### src/rtl/uart_rx_frame.sv
// UART receive deserializer: start detect, LSB-first data,
// optional parity check, stop check, one-cycle result strobes.
module uart_rx_frame #(
  parameter int DATA_WIDTH = 8,
  parameter int OVERSAMPLE = 8
) (
  input  logic                  clk,
  input  logic                  rst,
  input  logic                  rx_in,
  input  logic                  par_en,
  input  logic                  par_type,
  output logic [DATA_WIDTH-1:0] p_data,
  output logic                  data_valid,
  output logic                  par_err,
  output logic                  stp_err,
  output logic                  rx_busy
);

  localparam int EW = $clog2(OVERSAMPLE);
  localparam int BW = (DATA_WIDTH > 1) ? $clog2(DATA_WIDTH) : 1;

  typedef enum logic [2:0] {
    IDLE, START, DATA, PARITY, STOP
  } state_t;

  state_t                state, state_nx;
  logic                  sync1, rxs;
  logic [EW-1:0]         edge_cnt, edge_nx;
  logic [BW-1:0]         bit_cnt, bit_nx;
  logic [2:0]            samp;
  logic [DATA_WIDTH-1:0] shreg, shreg_nx;
  logic [DATA_WIDTH-1:0] pdata_nx;
  logic                  pe_q, pe_nx;
  logic                  pt_q, pt_nx;
  logic                  bad, bad_nx;
  logic                  dv_nx, perr_nx, serr_nx;
  logic                  bit_end, bit_val, exp_par, in_win;

  assign bit_end = (edge_cnt == EW'(OVERSAMPLE - 1));
  assign in_win  = (edge_cnt >= EW'(OVERSAMPLE/2 - 1)) &&
                   (edge_cnt <= EW'(OVERSAMPLE/2 + 1));
  assign bit_val = (samp[0] & samp[1]) | (samp[1] & samp[2]) |
                   (samp[0] & samp[2]);
  // Odd parity flips the even-parity expectation.
  assign exp_par = (^shreg) ^ pt_q;
  assign rx_busy = (state != IDLE);

  always_comb begin
    state_nx = state;
    edge_nx  = edge_cnt;
    bit_nx   = bit_cnt;
    shreg_nx = shreg;
    pdata_nx = p_data;
    pe_nx    = pe_q;
    pt_nx    = pt_q;
    bad_nx   = bad;
    dv_nx    = 1'b0;
    perr_nx  = 1'b0;
    serr_nx  = 1'b0;
    if (state != IDLE)
      edge_nx = bit_end ? '0 : EW'(edge_cnt + 1'b1);
    unique case (state)
      IDLE: begin
        if (!rxs) begin
          state_nx = START;
          edge_nx  = EW'(1);
          bit_nx   = '0;
          pe_nx    = par_en;
          pt_nx    = par_type;
          bad_nx   = 1'b0;
        end
      end
      START: begin
        if (bit_end)
          state_nx = bit_val ? IDLE : DATA;
      end
      DATA: begin
        if (bit_end) begin
          shreg_nx = {bit_val, shreg[DATA_WIDTH-1:1]};
          if (bit_cnt == BW'(DATA_WIDTH - 1)) begin
            bit_nx   = '0;
            state_nx = pe_q ? PARITY : STOP;
          end else begin
            bit_nx = BW'(bit_cnt + 1'b1);
          end
        end
      end
      PARITY: begin
        if (bit_end) begin
          state_nx = STOP;
          if (bit_val != exp_par) begin
            perr_nx = 1'b1;
            bad_nx  = 1'b1;
          end
        end
      end
      STOP: begin
        if (bit_end) begin
          state_nx = IDLE;
          if (!bit_val) begin
            serr_nx = 1'b1;
          end else if (!bad) begin
            dv_nx    = 1'b1;
            pdata_nx = shreg;
          end
        end
      end
      default: state_nx = IDLE;
    endcase
  end

  always_ff @(posedge clk or negedge rst) begin
    if (!rst) begin
      sync1      <= 1'b1;
      rxs        <= 1'b1;
      state      <= IDLE;
      edge_cnt   <= '0;
      bit_cnt    <= '0;
      samp       <= '0;
      shreg      <= '0;
      p_data     <= '0;
      pe_q       <= 1'b0;
      pt_q       <= 1'b0;
      bad        <= 1'b0;
      data_valid <= 1'b0;
      par_err    <= 1'b0;
      stp_err    <= 1'b0;
    end else begin
      sync1      <= rx_in;
      rxs        <= sync1;
      state      <= state_nx;
      edge_cnt   <= edge_nx;
      bit_cnt    <= bit_nx;
      shreg      <= shreg_nx;
      p_data     <= pdata_nx;
      pe_q       <= pe_nx;
      pt_q       <= pt_nx;
      bad        <= bad_nx;
      data_valid <= dv_nx;
      par_err    <= perr_nx;
      stp_err    <= serr_nx;
      if (state != IDLE && in_win)
        samp <= {samp[1:0], rxs};
    end
  end

endmodule
### config.mk
export PLATFORM = sky130hd
export DESIGN_NAME = uart_rx_frame
export DESIGN_NICKNAME = d
export VERILOG_FILES = /design/src/rtl/uart_rx_frame.sv
export SDC_FILE = /design/constraint.sdc
export NUM_CORES = 1
export LEC_CHECK = 0
export ABC_AREA = 0
export CORE_MARGIN = 1.5
export CORE_UTILIZATION = 50
export CTS_CLUSTER_DIAMETER = 50
export CTS_CLUSTER_SIZE = 16
export DETAILED_ROUTE_END_ITERATION = 12
export PLACE_DENSITY = 0.81
export SYNTH_ARGS = -nofsm -noshare
export SYNTH_HDL_FRONTEND = slang
export SYNTH_SLANG_ARGS = --single-unit
### constraint.sdc
create_clock -name clk -period 1.6 [get_ports clk]
set_input_delay 0.32 -clock clk [delete_from_list [all_inputs] [get_ports clk]]
set_output_delay 0.32 -clock clk [all_outputs]
set_load 0.05 [all_outputs]
==> flow_summary.yaml, run 1 <==
pwr:
  finalPower_w: 0.00355
  ir_worst_vdd_uv: 1200
  leakage_nw: 1.05
  power.density_mw_per_mm2: 1570
worst_setup_path:
  cp_num_buf_inv: 1
  start_kind: "flop"
  path_max_fanout: 8
  crit_path_top_delay_cell: "dfrtp_1"
  r2r-start: "edge_cnt[0]"
  critical_path.startpoint: "edge_cnt[0]"
  endpoint_kind: "flop"
  crit_cells: 6
  cp_cell_sequence: "ha_4, ha_4, nand2_1, nor2_4, buf_12, mux2_2"
  ff2ff_path_depth: 6
  path_common_cell: "ha_4"
  r2r_setup_slack_ns: -0.007
  worst_ep_required_time_ns: 1.83
  worst_ep_arrival_time_ns: 1.83
  slowest_delay_ns: 0.43
  r2r-end: "shreg[5]"
  crit_end: "shreg[5]"
  critPathKind: "flop to flop"
  crit_family: "flip-flops"
place:
  dp_hpwl_um: 2190
  io_buffers: 16
  place.gp.congestion: 0.858
  dp_cells: 203
clock_tree:
  cts_max_level: 2
  clk_path_buf_depth: 2
  hold_buffers: 0
  cts.sinks: 36
  clk_latency_ns: 0.34
  numCtsBuffers: 5
  cts.clk_slew.worst_paths_ns: 0.12
  cts_root_buf: "clkbuf_4"
  cts_tree: "done"
synth:
  synth_xor_area_share_pct: 5.29
  synth.distinct_cells: 33
  synthAdderAreaFrac_pct: 5.79
  synth_cells: 134
  yosys.area_share.simple_pct: 11.3
  ys_seq_area_share_pct: 51.6
  netlist_area_mm2: 0.00175
  ys_warn_count: 0
  synth_top_family_by_area: "multiplexers"
  synth-compound-area-share_pct: 7.65
  synth.net_count: 146
  ys_seq_elements: 36
  synth.avg_cell_area_um2: 13.1
  synthMuxAreaShare_pct: 15.4
grt:
  overflow: 0
  grt_pass1_vias: 1204
  grt_antenna_before_repair: 0
  grt_pass1_wl_um: 5640
  grtUsageTotal_pct: 18.7
  grt_max_degree: 37
timing:
  layout_setup_ws_ns: -0.00678
  skew_ns: 0.0254
  relSlewSlack_pct: 77.3
  max_freq_ghz: 0.622
  min_period_ns: 1.61
  period_share_pct: 100
  final-setup-viol-count: 2
  slew_viol_final: 0
  tightest_slew_ns: 0.339
  rsz0062_at_grt: "yes"
  report.final.hold_viol_count: 0
layout:
  final_nets: 184
  final_cells: 219
  num_antenna_cells: 0
  drive_gt1_share_pct: 50.3
  final_util_pct: 67.9
  syn_to_final_growth_pct: 29.4
floorplanning:
  die_w_um: 62.2
  coreArea_mm2: 0.00334
  row_count: 21
  die_height_um: 62.2
  pin_count: 17
  initial_utilization_pct: 52.5
  die_area_mm2: 0.00387
detailed_routing:
  wl_per_cell_um: 15.2
  drt-initial-drc-count: 46
  wirelength_um: 3340
  firstDrtPassIters: 4
  vias: 1157
  via_per_inst: 5.28
  ant_nets: 0
  drc: 0
worst_hold_path:
  hold_path_class: "input pin to async pin"
run_status:
  failed_checks: "negative setup slack"
  status: "finished, violations left"
run:
  cap_violations: 0
stage by stage:
stage               hold slack [ns]  instance area [um^2]  TNS [ns]  worst slack (ns)
floorplan                    0.0244                  1770   -0.0163           -0.0163
CTS                           0.333                  2180   -0.0169           -0.0169
detailed placement            0.351                  2010    -0.126           -0.0265
global placement              0.347                  2010         0            0.0279
finish                        0.322                  2270  -0.00830          -0.00678
global route                  0.330                  2270    -0.750           -0.0789
sequential cells by signal, indices dropped and copies added (netlist names):
| name | cells |
|---|---|
| state | 3 |
| bad | 1 |
| samp | 3 |
| sync1 | 1 |
| bit_cnt | 3 |
| par_err | 1 |
| shreg | 8 |
| p_data | 8 |
| stp_err | 1 |
| data_valid | 1 |
| pe_q | 1 |
| edge_cnt | 3 |
| rxs | 1 |
| pt_q | 1 |
timing repair:
action                     CTS  global route
pin swaps                    8             4
setup buffers                3             5
setup endpoints to repair   23            21
gates resized for setup     13            12
cloned                       0             0
power by group:
group,switching [W],internal (W),leakage (nW)
Sequential,0.000166,0.00108,0.471
Combinational,0.000828,0.000855,0.535
Clock,0.000292,0.000328,0.0422
Total,0.00129,0.00226,1.05
layer usage:
metal	part of all wire [%]	GRT usage, %
met1	45	22.8
met2	51	31.9
met3	3.2	5.07
met4	1.2	6.67
met5	0	0
layout by cell type (no fill, tap or decap), types with 3 or more instances in the layout:
| cell | n |
|---|---|
| o31ai_1 | 3 |
| o21ai_1 | 3 |
| xnor2_1 | 7 |
| dfrtp_1 | 31 |
| inv_1 | 5 |
| clkbuf_4 | 5 |
| o21ai_0 | 4 |
| mux2_2 | 13 |
| nor2_1 | 6 |
| nor2b_2 | 3 |
| clkdlybuf4s50_1 | 4 |
| ha_4 | 4 |
| mux2_4 | 9 |
| nand3_1 | 4 |
| dfrtp_2 | 3 |
| buf_4 | 28 |
| nand2_1 | 9 |
cells in the mapped netlist:
cell type,number,area share [%]
dfrtp_1,34,49
mux2_2,18,12
nand2_1,10,2.1
ha_1,7,5.0
xnor2_1,7,3.5
nor2_1,6,1.3
inv_1,5,1.1
nor2b_1,5,1.8
nand3_1,4,1.1
o21ai_0,4,1.1
a21oi_1,3,0.86
mux2_4,3,2.6
o21ai_1,3,0.86
o31ai_1,3,1.3
buf_6,2,1.3
dfstp_2,2,3.0
o31ai_2,2,1.4
buf_4,1,0.43
inv_2,1,0.21
maj3_4,1,0.79
mux2_1,1,0.64
mux2i_1,1,0.57
nand4_4,1,1.2
nor2_4,1,0.64
nor2b_4,1,0.79
nor3_4,1,0.93
nor3b_2,1,0.71
o21ai_2,1,0.50
o22ai_1,1,0.36
o311a_4,1,1.2
or4_4,1,0.64
xnor3_1,1,1.3
xor2_1,1,0.50
cell type report:
type / instances / area [um^2]
sequential: 36 / 907
fill: 237 / 1070
inverter: 6 / 22.5
clock buffer: 6 / 41.3
tap: 46 / 57.6
timing repair buffer: 34 / 290
multi-input combinational: 89 / 912
clock inverter: 2 / 35.0
worst min-delay path by stage:
stage / from / to / slack (ns) / cells after the start
2_1_floorplan: rst / bad / 0.02 / 0
3_3_place_gp: sync1 / rxs / 0.35 / 0
3_5_place_dp: sync1 / rxs / 0.35 / 0
4_1_cts: rst / edge_cnt[1] / 0.33 / 2
5_1_grt: rst / bit_cnt[0] / 0.33 / 2
6_report: rst / edge_cnt[1] / 0.32 / 2
cells by family (layout without fill, tap and decap cells):
group	after synthesis	count (layout)
AO/OA/AOI/OAI	18	18
AND/OR/NAND/NOR	31	31
buffers and inverters	9	48
multiplexers	23	23
adder cells (fa/ha/maj)	8	8
flip-flops	36	36
XOR/XNOR	9	9
worst reg2reg max path: stages, from the launching register on:
cell	delay, ns
dfrtp_1	0.43
ha_4	0.20
ha_4	0.17
nand2_1	0.10
nor2_4	0.13
buf_12	0.14
mux2_2	0.34
(Power assumes the default switching activity.)
==> run 2, diff against run 1 <==
CORE_UTILIZATION = 56   (was 50)
PLACE_DENSITY = 0.85   (was 0.81)
clock period = 1.5 ns   (was 1.6 ns; I/O delays follow)
==> flow_summary.yaml, run 2 (synthesis results as in run 1) <==
worst_setup_path:
  critical_path.startpoint: "edge_cnt[1]"
  ff2ff_path_depth: 5
  worst_ep_required_time_ns: 1.75
  crit_end: "shreg[6]"
  r2r_setup_slack_ns: -0.15
  critPathKind: "flop to flop"
  r2r-end: "shreg[6]"
  start_kind: "flop"
  r2r-start: "edge_cnt[1]"
  endpoint_kind: "flop"
  path_max_fanout: 8
  worst_ep_arrival_time_ns: 1.90
grt:
  overflow: 0
  grt_max_degree: 22
  grtUsageTotal_pct: 29.4
  grt_antenna_before_repair: 0
  grt_pass1_vias: 1419
  grt_pass1_wl_um: 7140
pwr:
  finalPower_w: 0.00454
  ir_worst_vdd_uv: 1710
  power.density_mw_per_mm2: 1730
  leakage_nw: 1.23
timing:
  timing.hold.ws_ns: 0.274
  min_period_ns: 1.65
  rsz0062_at_grt: "yes"
  period_share_pct: 110
  report.final.hold_viol_count: 0
  tns_ns: -2.46
  skew_ns: 0.0107
  max_freq_ghz: 0.606
  final-setup-viol-count: 28
  relSlewSlack_pct: 76.4
  slew_viol_final: 0
  tightest_slew_ns: 0.351
  layout_setup_ws_ns: -0.150
detailed_routing:
  via_per_inst: 5.72
  wl_per_cell_um: 21.9
  drt-initial-drc-count: 66
  vias: 1265
  ant_nets: 0
  drc: 0
  wirelength_um: 4840
  firstDrtPassIters: 4
floorplanning:
  coreArea_mm2: 0.00300
  die_w_um: 58.9
  pin_count: 17
  initial_utilization_pct: 58.3
  die_area_mm2: 0.00347
  die_height_um: 58.9
  row_count: 20
layout:
  final_cells: 221
  drive_gt1_share_pct: 61.2
  reg_top3: "p_data: 8 flops, shreg: 8 flops"
  num_antenna_cells: 0
  seqCellArea_um2: 908
  multi_input_area_mm2: 0.00101
  final_common_cell: "dfrtp_1"
  final_nets: 199
  postLayoutCellArea_mm2: 0.00263
  mostFrequentLayoutCells: "dfrtp_1, buf_4, mux2_4, buf_12"
  n_fill_cell: 120
  syn_to_final_growth_pct: 50.1
place:
  place.gp.congestion: 0.838
  dp_cells: 198
  io_buffers: 16
  dp_hpwl_um: 2710
  placed_area_mm2: 0.00225
worst_hold_path:
  hold_path_class: "input pin to async pin"
clock_tree:
  numCtsBuffers: 5
  clk_latency_ns: 0.36
  cts_tree: "done"
  clk_path_buf_depth: 2
  cts_max_level: 2
  cts.clk_slew.worst_paths_ns: 0.11
  hold_buffers: 0
  cts_root_buf: "clkbuf_4"
  cts.sinks: 36
run:
  cap_violations: 0
run_status:
  status: "finished, violations left"
  failed_checks: "negative setup slack"
run 2: worst max-delay path, stage by stage, from the launching register on:
cell	delay (ns)
dfrtp_1	0.44
ha_4	0.21
ha_4	0.19
nand2_4	0.06
nor2_4	0.28
mux2_2	0.37
run 2: cell type report:
cell class / count / area share, %
clock buffer: 7 / 2.48
clock inverter: 1 / 1.14
inverter: 6 / 0.952
multi-input combinational: 89 / 38.5
sequential: 36 / 34.6
tap: 33 / 1.57
timing repair buffer: 49 / 20.8
run 2: where the power goes:
| part | internal [W] | switching, W |
|---|---|---|
| registers | 0.00115 | 0.000191 |
| logic | 0.00125 | 0.00116 |
| clock network | 0.000442 | 0.000342 |
| total | 0.00285 | 0.00170 |
run 2: worst min path at each step:
stage,startpoint,to
2_1_floorplan,rst,bad
3_5_place_dp,sync1,rxs
5_1_grt,rst,state[2]
6_report,rst,state[2]
3_3_place_gp,sync1,rxs
4_1_cts,rst,state[2]
run 2: repair_timing:
item	4_1_cts	5_1_grt
setup endpoints to repair	26	30
pin swaps	12	6
setup buffers	8	7
gates resized for setup	30	14
run 2: metrics by stage:
stage	setup slack, ns	utilization, %
after floorplan	-0.0399	-
after global placement	-0.0772	74.9
after detailed placement	-0.143	74.9
after CTS	-0.140	83.8
after global routing	-0.242	87.5
final	-0.150	87.5
run 2: layer usage:
layer	track usage, %	vias up	share of wire (%)
met4	14.3	0	3.4
met5	0	-	0
met1	32.3	650	38
met3	10.1	15	3.6
li1	-	568	-
met2	50.6	32	55
==> run 3, diff against run 2 <==
GPL_TIMING_DRIVEN = 0   (was not set)
==> flow_summary.yaml, run 3 (synthesis results as in run 1) <==
worst_setup_path:
  critPathKind: "flop to flop"
  r2r_setup_slack_ns: -0.15
  ff2ff_path_depth: 6
  worst_ep_required_time_ns: 1.74
  r2r-start: "edge_cnt[1]"
  path_max_fanout: 3
  worst_ep_arrival_time_ns: 1.89
  r2r-end: "state[1]"
  start_kind: "flop"
  endpoint_kind: "flop"
detailed_routing:
  wl_per_cell_um: 19.1
  vias: 1208
  via_per_inst: 5.70
  ant_nets: 0
  firstDrtPassIters: 4
  drc: 0
  drt-initial-drc-count: 80
  wirelength_um: 4040
layout:
  num_antenna_cells: 0
  syn_to_final_growth_pct: 40.6
  final_nets: 190
  mostFrequentLayoutCells: "dfrtp_1, mux2_4, buf_4, clkdlybuf4s15_2"
  final_util_pct: 82.0
  postLayoutCellArea_mm2: 0.00246
  reg_top3: "p_data: 8 flops, shreg: 8 flops"
  drive_gt1_share_pct: 59.2
  final_common_cell: "dfrtp_1"
  n_fill_cell: 161
place:
  dp_hpwl_um: 2150
  place.gp.congestion: 0.758
  dp_slack_ns: -0.466
  placed_area_mm2: 0.00204
  io_buffers: 16
grt:
  overflow: 0
  grt_max_degree: 37
  grt_antenna_before_repair: 0
  grtUsageTotal_pct: 25.3
  grt_pass1_wl_um: 6270
  grt_pass1_vias: 1308
timing:
  period_share_pct: 110
  timing.hold.ws_ns: 0.0188
  final-setup-viol-count: 26
  relSlewSlack_pct: 48.2
  layout_setup_ws_ns: -0.155
  tightest_slew_ns: 0.777
  max_freq_ghz: 0.604
  slew_viol_final: 0
  rsz0062_at_grt: "yes"
  skew_ns: 0.00766
  min_period_ns: 1.65
  report.final.hold_viol_count: 0
clock_tree:
  cts_max_level: 2
  clk_latency_ns: 0.34
  cts.sinks: 36
  cts_root_buf: "clkbuf_4"
  numCtsBuffers: 5
  clk_path_buf_depth: 2
  cts_tree: "done"
  cts.clk_slew.worst_paths_ns: 0.11
  hold_buffers: 0
worst_hold_path:
  hold_path_class: "input pin to async pin"
pwr:
  combPwrFrac_pct: 54.8
  intPower_w: 0.00259
  seqPwrFrac_pct: 31.5
  leakage_nw: 1.13
  ir_worst_vdd_uv: 1420
  switching_share_pct: 38.4
  netSwitchingPower_w: 0.00161
  pwr-share-clk_pct: 13.6
  power.density_mw_per_mm2: 1710
floorplanning:
  row_count: 20
  die_height_um: 58.9
  die_w_um: 58.9
  coreArea_mm2: 0.00300
  initial_utilization_pct: 58.3
  die_area_mm2: 0.00347
  pin_count: 17
run_status:
  failed_checks: "negative setup slack"
  status: "finished, violations left"
run:
  cap_violations: 0
[run 3: cell types whose count changed in the layout (fill, tap and decap cells not counted), moves of 2 or more]
cell / previous run / this run
mux2_2: 3 / 0
nor2b_4: 2 / 4
buf_12: 11 / 1
clkdlybuf4s15_2: 0 / 9
clkbuf_2: 0 / 2
mux2_4: 19 / 22
buf_4: 27 / 17
[run 3: metrics by stage]
stage          cells  total power, W  setup TNS (ns)
6_report         212         0.00420           -2.20
5_1_grt          212         0.00438           -3.05
4_1_cts          208         0.00400          -0.941
3_5_place_dp     183         0.00289           -3.10
3_3_place_gp     183         0.00280          -22.20
2_1_floorplan    134         0.00259          -0.309
[run 3: how the worst max path moves through the flow]
stage	slack (ns)	depth (start not counted)	from	endpoint
2_1_floorplan	-0.04	5	state[2]	samp[0]
3_3_place_gp	-0.57	1	rst	p_data[4]
3_5_place_dp	-0.47	4	state[2]	rx_busy
4_1_cts	-0.12	4	state[1]	rx_busy
5_1_grt	-0.18	6	edge_cnt[1]	state[1]
6_report	-0.15	6	edge_cnt[1]	state[1]
[run 3: what timing repair did]
| action | in CTS | in global routing |
|---|---|---|
| setup endpoints to repair | 40 | 32 |
| pin swaps | 10 | 8 |
| resized for setup | 70 | 14 |
| buffers inserted | 17 | 4 |
| endpoints found under the hold margin | 0 | 0 |
[run 3: critical path, stage by stage, from the launching register on]
cell,delay (ns)
dfrtp_2,0.46
ha_4,0.20
ha_4,0.18
a21oi_4,0.16
o31ai_4,0.12
o31ai_4,0.10
mux2_4,0.33
[run 3: layer usage]
metal	vias up	part of all wire (%)	global-route usage [%]
li1	550	-	-
met1	614	41	30.5
met4	0	2.0	9.74
met3	11	2.7	6.81
met5	-	0	0
met2	33	55	43.0
[run 3: layout make-up]
| type | count | area, um^2 | share of cell area (%) |
|---|---|---|---|
| timing repair buffer | 37 | 343 | 13.9 |
| multi-input combinational | 89 | 1050 | 42.5 |
| inverter | 6 | 25.0 | 1.02 |
| sequential | 36 | 907 | 36.9 |
| tap | 33 | 41.3 | 1.68 |
| clock inverter | 2 | 13.8 | 0.559 |
| buffer | 3 | 33.8 | 1.37 |
| clock buffer | 6 | 51.3 | 2.08 |
[run 3: power groups by stage]
stage / sequential (W) / combinational (W) / clock (W)
global route: 0.00134 / 0.00243 / 0.000614
global placement: 0.00133 / 0.00146 / 0
CTS: 0.00132 / 0.00210 / 0.000586
floorplan: 0.00132 / 0.00127 / 0
finish: 0.00132 / 0.00230 / 0.000572
detailed placement: 0.00136 / 0.00154 / 0
